## config.mk

```make
export PLATFORM = sky130hd
export DESIGN_NAME = up_bus_bridge_flat
export DESIGN_NICKNAME = d
export VERILOG_FILES = /design/src/rtl/up_bus_bridge_if.sv /design/src/rtl/up_bus_bridge.sv /design/src/flat_wrapper.sv
export SDC_FILE = /design/constraint.sdc
export NUM_CORES = 1
export LEC_CHECK = 0
export CORE_AREA = 2 2 107 120
export DETAILED_ROUTE_END_ITERATION = 8
export DIE_AREA = 0 0 109 122
export PLACE_DENSITY_LB_ADDON = 0.25
export SLEW_MARGIN = 20
export SYNTH_ARGS = -nofsm -noshare
export SYNTH_HDL_FRONTEND = slang
export SYNTH_SLANG_ARGS = --single-unit
```

## constraint.sdc

```tcl
create_clock -name up_clk -period 4.3 [get_ports up_clk]
set_clock_uncertainty 0.1 [all_clocks]
set_input_delay 0.645 -clock up_clk [delete_from_list [all_inputs] [get_ports up_clk]]
set_output_delay 0.645 -clock up_clk [all_outputs]
set_load 0.02 [all_outputs]
```

## src/rtl/up_bus_bridge_if.sv

```systemverilog
// Bus bundle between an Avalon-MM master and the up_* register bus.
// The bridge connects through the slave modport. A master, such as a JTAG
// agent together with its register decoder, connects through the master modport.
interface up_bus_bridge_if #(
    parameter int ADDR_W = 32,
    parameter int DATA_W = 32
);
    logic [ADDR_W-1:0] avs_address;
    logic              avs_read;
    logic              avs_write;
    logic [DATA_W-1:0] avs_writedata;
    logic [DATA_W-1:0] avs_readdata;
    logic [1:0]        avs_response;
    logic              avs_waitrequest;
    logic [ADDR_W-1:0] up_addr;
    logic [DATA_W-1:0] up_data_wr;
    logic              up_wr;
    logic              up_rd;
    logic [DATA_W-1:0] up_data_rd;
    logic              up_wait;
    logic              busy;
    logic [7:0]        timeout_cnt;

    modport slave (
        input  avs_address, avs_read, avs_write, avs_writedata, up_data_rd, up_wait,
        output avs_readdata, avs_response, avs_waitrequest, up_addr, up_data_wr,
               up_wr, up_rd, busy, timeout_cnt
    );

    modport master (
        output avs_address, avs_read, avs_write, avs_writedata, up_data_rd, up_wait,
        input  avs_readdata, avs_response, avs_waitrequest, up_addr, up_data_wr,
               up_wr, up_rd, busy, timeout_cnt
    );
endinterface

```

## src/rtl/up_bus_bridge.sv

```systemverilog
// Avalon-MM to up_* register bus transaction engine.
// It issues one-cycle rd/wr strobes and enforces a minimum read latency.
// It honours up_wait and aborts with SLAVEERROR when the wait counter reaches
// TIMEOUT. Aborted transactions are counted in a saturating 8-bit counter.
module up_bus_bridge #(
    parameter int          ADDR_W       = 32,
    parameter int          DATA_W       = 32,
    parameter int          RD_LATENCY   = 2,
    parameter int          TIMEOUT      = 64,
    parameter logic [31:0] TIMEOUT_DATA = 32'hDEAD_BEEF
) (
    input logic            up_clk,
    input logic            up_rst,
    up_bus_bridge_if.slave bus
);

    typedef enum logic [1:0] {IDLE, STROBE, WAIT, DONE} state_t;

    localparam logic [15:0]       RD_LAT_K  = 16'(RD_LATENCY);
    localparam logic [15:0]       TIMEOUT_K = 16'(TIMEOUT);
    localparam logic [DATA_W-1:0] TO_DATA   = DATA_W'(TIMEOUT_DATA);

    state_t            state_q, state_d;
    logic              opWrite_q, opWrite_d;
    logic [ADDR_W-1:0] addr_q, addr_d;
    logic [DATA_W-1:0] wdata_q, wdata_d;
    logic [DATA_W-1:0] rdata_q, rdata_d;
    logic [1:0]        resp_q, resp_d;
    logic [15:0]       k_q, k_d;
    logic [7:0]        tocnt_q, tocnt_d;
    logic              upWr_q, upWr_d;
    logic              upRd_q, upRd_d;

    logic [15:0]       kNow;
    logic [15:0]       minK;

    // kNow is the wait count for the current WAIT cycle. It is 1 on the first WAIT cycle.
    assign kNow = k_q + 16'd1;
    assign minK = opWrite_q ? 16'd1 : RD_LAT_K;

    // Next-state logic: accept a request, strobe, wait for completion or timeout, then report.
    always_comb begin
        state_d   = state_q;
        opWrite_d = opWrite_q;
        addr_d    = addr_q;
        wdata_d   = wdata_q;
        rdata_d   = rdata_q;
        resp_d    = resp_q;
        k_d       = k_q;
        tocnt_d   = tocnt_q;
        upWr_d    = 1'b0;
        upRd_d    = 1'b0;
        case (state_q)
            IDLE: begin
                if (bus.avs_write) begin
                    opWrite_d = 1'b1;
                    addr_d    = bus.avs_address;
                    wdata_d   = bus.avs_writedata;
                    upWr_d    = 1'b1;
                    state_d   = STROBE;
                end else if (bus.avs_read) begin
                    opWrite_d = 1'b0;
                    addr_d    = bus.avs_address;
                    upRd_d    = 1'b1;
                    state_d   = STROBE;
                end
            end
            STROBE: begin
                k_d     = 16'd0;
                state_d = WAIT;
            end
            WAIT: begin
                k_d = kNow;
                if (kNow >= minK && !bus.up_wait) begin
                    if (!opWrite_q) begin
                        rdata_d = bus.up_data_rd;
                    end
                    resp_d  = 2'b00;
                    state_d = DONE;
                end else if (kNow == TIMEOUT_K) begin
                    if (!opWrite_q) begin
                        rdata_d = TO_DATA;
                    end
                    resp_d = 2'b10;
                    if (tocnt_q != 8'hFF) begin
                        tocnt_d = tocnt_q + 8'd1;
                    end
                    state_d = DONE;
                end
            end
            DONE: begin
                state_d = IDLE;
            end
            default: begin
                state_d = IDLE;
            end
        endcase
    end

    // State and output registers. A synchronous reset abandons any transaction in flight.
    always_ff @(posedge up_clk) begin
        if (up_rst) begin
            state_q   <= IDLE;
            opWrite_q <= 1'b0;
            addr_q    <= '0;
            wdata_q   <= '0;
            rdata_q   <= '0;
            resp_q    <= 2'b00;
            k_q       <= 16'd0;
            tocnt_q   <= 8'd0;
            upWr_q    <= 1'b0;
            upRd_q    <= 1'b0;
        end else begin
            state_q   <= state_d;
            opWrite_q <= opWrite_d;
            addr_q    <= addr_d;
            wdata_q   <= wdata_d;
            rdata_q   <= rdata_d;
            resp_q    <= resp_d;
            k_q       <= k_d;
            tocnt_q   <= tocnt_d;
            upWr_q    <= upWr_d;
            upRd_q    <= upRd_d;
        end
    end

    assign bus.up_addr         = addr_q;
    assign bus.up_data_wr      = wdata_q;
    assign bus.up_wr           = upWr_q;
    assign bus.up_rd           = upRd_q;
    assign bus.avs_readdata    = rdata_q;
    assign bus.avs_response    = resp_q;
    assign bus.timeout_cnt     = tocnt_q;
    assign bus.avs_waitrequest = (state_q != DONE);
    assign bus.busy            = (state_q != IDLE);

endmodule

```

## src/flat_wrapper.sv

```systemverilog
// flat-port wrapper written by rule: the top's interface ports become plain ports
module up_bus_bridge_flat 
#(
    parameter int          ADDR_W       = 32,
    parameter int          DATA_W       = 32,
    parameter int          RD_LATENCY   = 2,
    parameter int          TIMEOUT      = 64,
    parameter logic [31:0] TIMEOUT_DATA = 32'hDEAD_BEEF
)
  (up_clk, up_rst, bus_avs_address, bus_avs_read, bus_avs_write, bus_avs_writedata, bus_up_data_rd, bus_up_wait, bus_avs_readdata, bus_avs_response, bus_avs_waitrequest, bus_up_addr, bus_up_data_wr, bus_up_wr, bus_up_rd, bus_busy, bus_timeout_cnt);
  up_bus_bridge_if #(.ADDR_W(ADDR_W), .DATA_W(DATA_W)) bus_i ();
  input logic up_clk;
  input logic up_rst;
  input wire logic [$bits(bus_i.avs_address)-1:0] bus_avs_address;
  input wire logic [$bits(bus_i.avs_read)-1:0] bus_avs_read;
  input wire logic [$bits(bus_i.avs_write)-1:0] bus_avs_write;
  input wire logic [$bits(bus_i.avs_writedata)-1:0] bus_avs_writedata;
  input wire logic [$bits(bus_i.up_data_rd)-1:0] bus_up_data_rd;
  input wire logic [$bits(bus_i.up_wait)-1:0] bus_up_wait;
  output wire logic [$bits(bus_i.avs_readdata)-1:0] bus_avs_readdata;
  output wire logic [$bits(bus_i.avs_response)-1:0] bus_avs_response;
  output wire logic [$bits(bus_i.avs_waitrequest)-1:0] bus_avs_waitrequest;
  output wire logic [$bits(bus_i.up_addr)-1:0] bus_up_addr;
  output wire logic [$bits(bus_i.up_data_wr)-1:0] bus_up_data_wr;
  output wire logic [$bits(bus_i.up_wr)-1:0] bus_up_wr;
  output wire logic [$bits(bus_i.up_rd)-1:0] bus_up_rd;
  output wire logic [$bits(bus_i.busy)-1:0] bus_busy;
  output wire logic [$bits(bus_i.timeout_cnt)-1:0] bus_timeout_cnt;
  assign bus_i.avs_address = bus_avs_address;
  assign bus_i.avs_read = bus_avs_read;
  assign bus_i.avs_write = bus_avs_write;
  assign bus_i.avs_writedata = bus_avs_writedata;
  assign bus_i.up_data_rd = bus_up_data_rd;
  assign bus_i.up_wait = bus_up_wait;
  assign bus_avs_readdata = bus_i.avs_readdata;
  assign bus_avs_response = bus_i.avs_response;
  assign bus_avs_waitrequest = bus_i.avs_waitrequest;
  assign bus_up_addr = bus_i.up_addr;
  assign bus_up_data_wr = bus_i.up_data_wr;
  assign bus_up_wr = bus_i.up_wr;
  assign bus_up_rd = bus_i.up_rd;
  assign bus_busy = bus_i.busy;
  assign bus_timeout_cnt = bus_i.timeout_cnt;
  up_bus_bridge #(.ADDR_W(ADDR_W), .DATA_W(DATA_W), .RD_LATENCY(RD_LATENCY), .TIMEOUT(TIMEOUT), .TIMEOUT_DATA(TIMEOUT_DATA)) u_core (.up_clk(up_clk), .up_rst(up_rst), .bus(bus_i));
endmodule
```

==> impl_metrics.tcl <==
set metrics [dict create \
    drc_errors 0 \
    drive_gt1_share_pct 9.30 \
    die_y_um 122 \
    post_synth.cell_area_avg_um2 8.56 \
    setup_viol_count_final 0 \
    cts.sink_count 126 \
    hold_viol 0 \
    path_max_fanout 16 \
    drt_iter0_drc 301 \
    use_met3_pct 5.40 \
    ios 211 \
    final_common_cell "clkdlybuf4s50_1" \
    clockPowerShare_pct 38.4 \
    maxCapViolations 0 \
    ys_seq_elements 126 \
    power_frac_comb_pct 28.5 \
    grt_pass1_wl_um 21900 \
    slew_headroom_pct 29.1 \
    final_max_slew_viol_count 0 \
    leakage_nw 2.92 \
    antenna_left 0 \
    top_usage_layer "met2" \
    grt_max_degree 95 \
    cts_resized 0 \
    routedWlPerCell_um 15.0 \
    end_kind "flop" \
    cts_hold_buf 0 \
    tritoncts "yes" \
    criticalPathCategory "flop to flop" \
    synth_edf_count 0 \
    p_int_mw 2.92 \
    critPathArrivalTime_ps 3750 \
    wl_um 14300 \
    synth_ff_type "dfxtp_1" \
    grtUsageMet1_pct 24.2 \
    dieArea_mm2 0.0133 \
    hold_path_startpoint "u_core.bus.up_addr[7]" \
    finalInstanceArea_mm2 0.00791 \
    min_period_ps 3530 \
    clk_latency_ps 410 \
    synth.yosys.seq_area_share_pct 49.5 \
    yosysUniqueCellTypes 49 \
    syn2layout_area_growth_pct 55.3 \
    seq_power_share_pct 33.1 \
    outcome "complete, no violations" \
    required_ps 4520 \
    vias 4955 \
    start_kind "flop" \
    grt_usage_pct 20.7 \
    globalplace.congestion 0.825 \
    pre_cts_slack_ps 771 \
    hpwl_um 10100 \
    switchingPower_mw 1.30 \
    synth_nets 704 \
    cts_buffer_depth 2 \
    peakVddDrop_mv 0.297 \
    path_clk_slew_ps 60 \
    via_per_inst 5.20 \
    ys_warn_count 0 \
    fp-row-count 43 \
    grt_pass1_vias 4545 \
    grt_overflow 0 \
    setup_slack_ps 771 \
    nNetsFinal 893 \
    syn-cell-area_mm2 0.00509 \
    post-route-util_pct 64.7 \
    startpoint "u_core.k_q[0]" \
    chipWidth_um 109 \
    multi_input_area_mm2 0.00235 \
    start_util_pct 41.7 \
    min_period_over_period_pct 82.1 \
    fillers 1012 \
    antenna_found_initial 0 \
    cts_max_level 4 \
    powerDensity_mw_per_mm2 534 \
    syn_inst 595 \
    final_cells 953 \
    max_freq_mhz 283 \
    register_area_mm2 0.00252 \
    rsz0062_at_grt "no" \
    numCtsBuffers 17 \
    cts_setup_buffers 0 \
    place_inst 922 \
    core_area_mm2 0.0122 \
    worstMarginPinSlew_ps 1060 \
    met2_usage_pct 35.4 \
    final_cell_mix "clkdlybuf4s50_1, nand2_1, dfxtp_1" \
    n_antenna_cell 0 \
    hold_slack_ps 352 \
    setup_tns_ps 0 \
    cts.root.buffer_cell "clkbuf_16" \
    regToRegStartpoint "u_core.k_q[0]" \
    swShare_pct 30.9 \
    async_reset_ff_share_pct 0 \
    port_buffers 209 \
    placed_area_mm2 0.00723 \
    p_total_mw 4.22 \
    hp-class "flop to flop" \
    first_pass_iters 5 \
]
path summary, 6_finish.rpt:
kind | slack, ps | to | depth (start not counted)
hold / removal | 350 | u_core.bus.up_addr[7] | 2
setup / recovery | 770 | u_core.bus.timeout_cnt[4] | 8
hold reg to reg | 350 | u_core.bus.up_addr[7] | 2
setup reg to reg | 770 | u_core.bus.timeout_cnt[4] | 8
cell families after synthesis:
kind of cell / after synthesis / synth area share (%)
AO/OA/AOI/OAI: 153 / 20.0
buffers and inverters: 55 / 4.69
adder cells (fa/ha/maj): 8 / 1.97
other: 1 / 0.0737
XOR/XNOR: 7 / 1.20
flip-flops: 126 / 49.5
AND/OR/NAND/NOR: 241 / 21.7
multiplexers: 4 / 0.811
routing by layer:
layer,up-vias,wire [um]
li1,2455,-
met1,2310,5650
met2,167,7260
met3,23,1070
met4,0,284
met5,-,0
registers in the layout (all words and copies together), names as in the netlist:
| signal | cells |
|---|---|
| u_core.bus.up_data_wr | 32 |
| u_core.state_q | 2 |
| u_core.bus.up_rd | 1 |
| u_core.bus.up_addr | 32 |
| u_core.opWrite_q | 1 |
| u_core.bus.avs_response | 1 |
| u_core.bus.avs_readdata | 32 |
| u_core.bus.timeout_cnt | 8 |
| u_core.k_q | 16 |
| u_core.bus.up_wr | 1 |
worst max-delay path, stage by stage, from the launching register on:
cell	delay, ps
dfxtp_1	460
ha_1	360
nand3_4	130
nor4_4	350
mux2i_1	120
or4_4	570
or4_4	650
or4_1	550
a21oi_1	160
area by class of cell:
type                       instances  share of cell area [%]
inverter                          11                   0.522
timing repair buffer             214                    26.9
sequential                       126                    31.9
multi-input combinational        414                    29.7
tap                              157                    2.48
clock inverter                    13                    2.97
clock buffer                      18                    5.55
cell usage after synthesis, drive strengths merged, types with 4 or more instances:
library cell,count,area [um2]
o21ai,14,73.8
nor2,26,97.6
dfxtp,126,2520
nor2b,4,25.0
or4,7,60.1
nor4,6,67.6
o221a,25,282
a21oi,89,445
buf,13,81.3
and3,6,37.5
nand4,5,31.3
o31ai,7,57.6
ha,8,100
a32o,9,90.1
and2,5,31.3
nand3,10,67.6
nand2,152,571
clkbuf,31,116
inv,9,33.8
nor3,11,55.1
xnor2,4,35.0
power by group through the flow:
stage / Clock (mW) / Combinational, mW / Sequential, mW
6_report: 1.62 / 1.20 / 1.40
5_1_grt: 1.69 / 1.31 / 1.41
4_1_cts: 1.64 / 1.21 / 1.40
3_5_place_dp: 0 / 1.20 / 1.42
3_3_place_gp: 0 / 1.18 / 1.41
2_1_floorplan: 0 / 0.527 / 1.57
(Power assumes the default switching activity.)
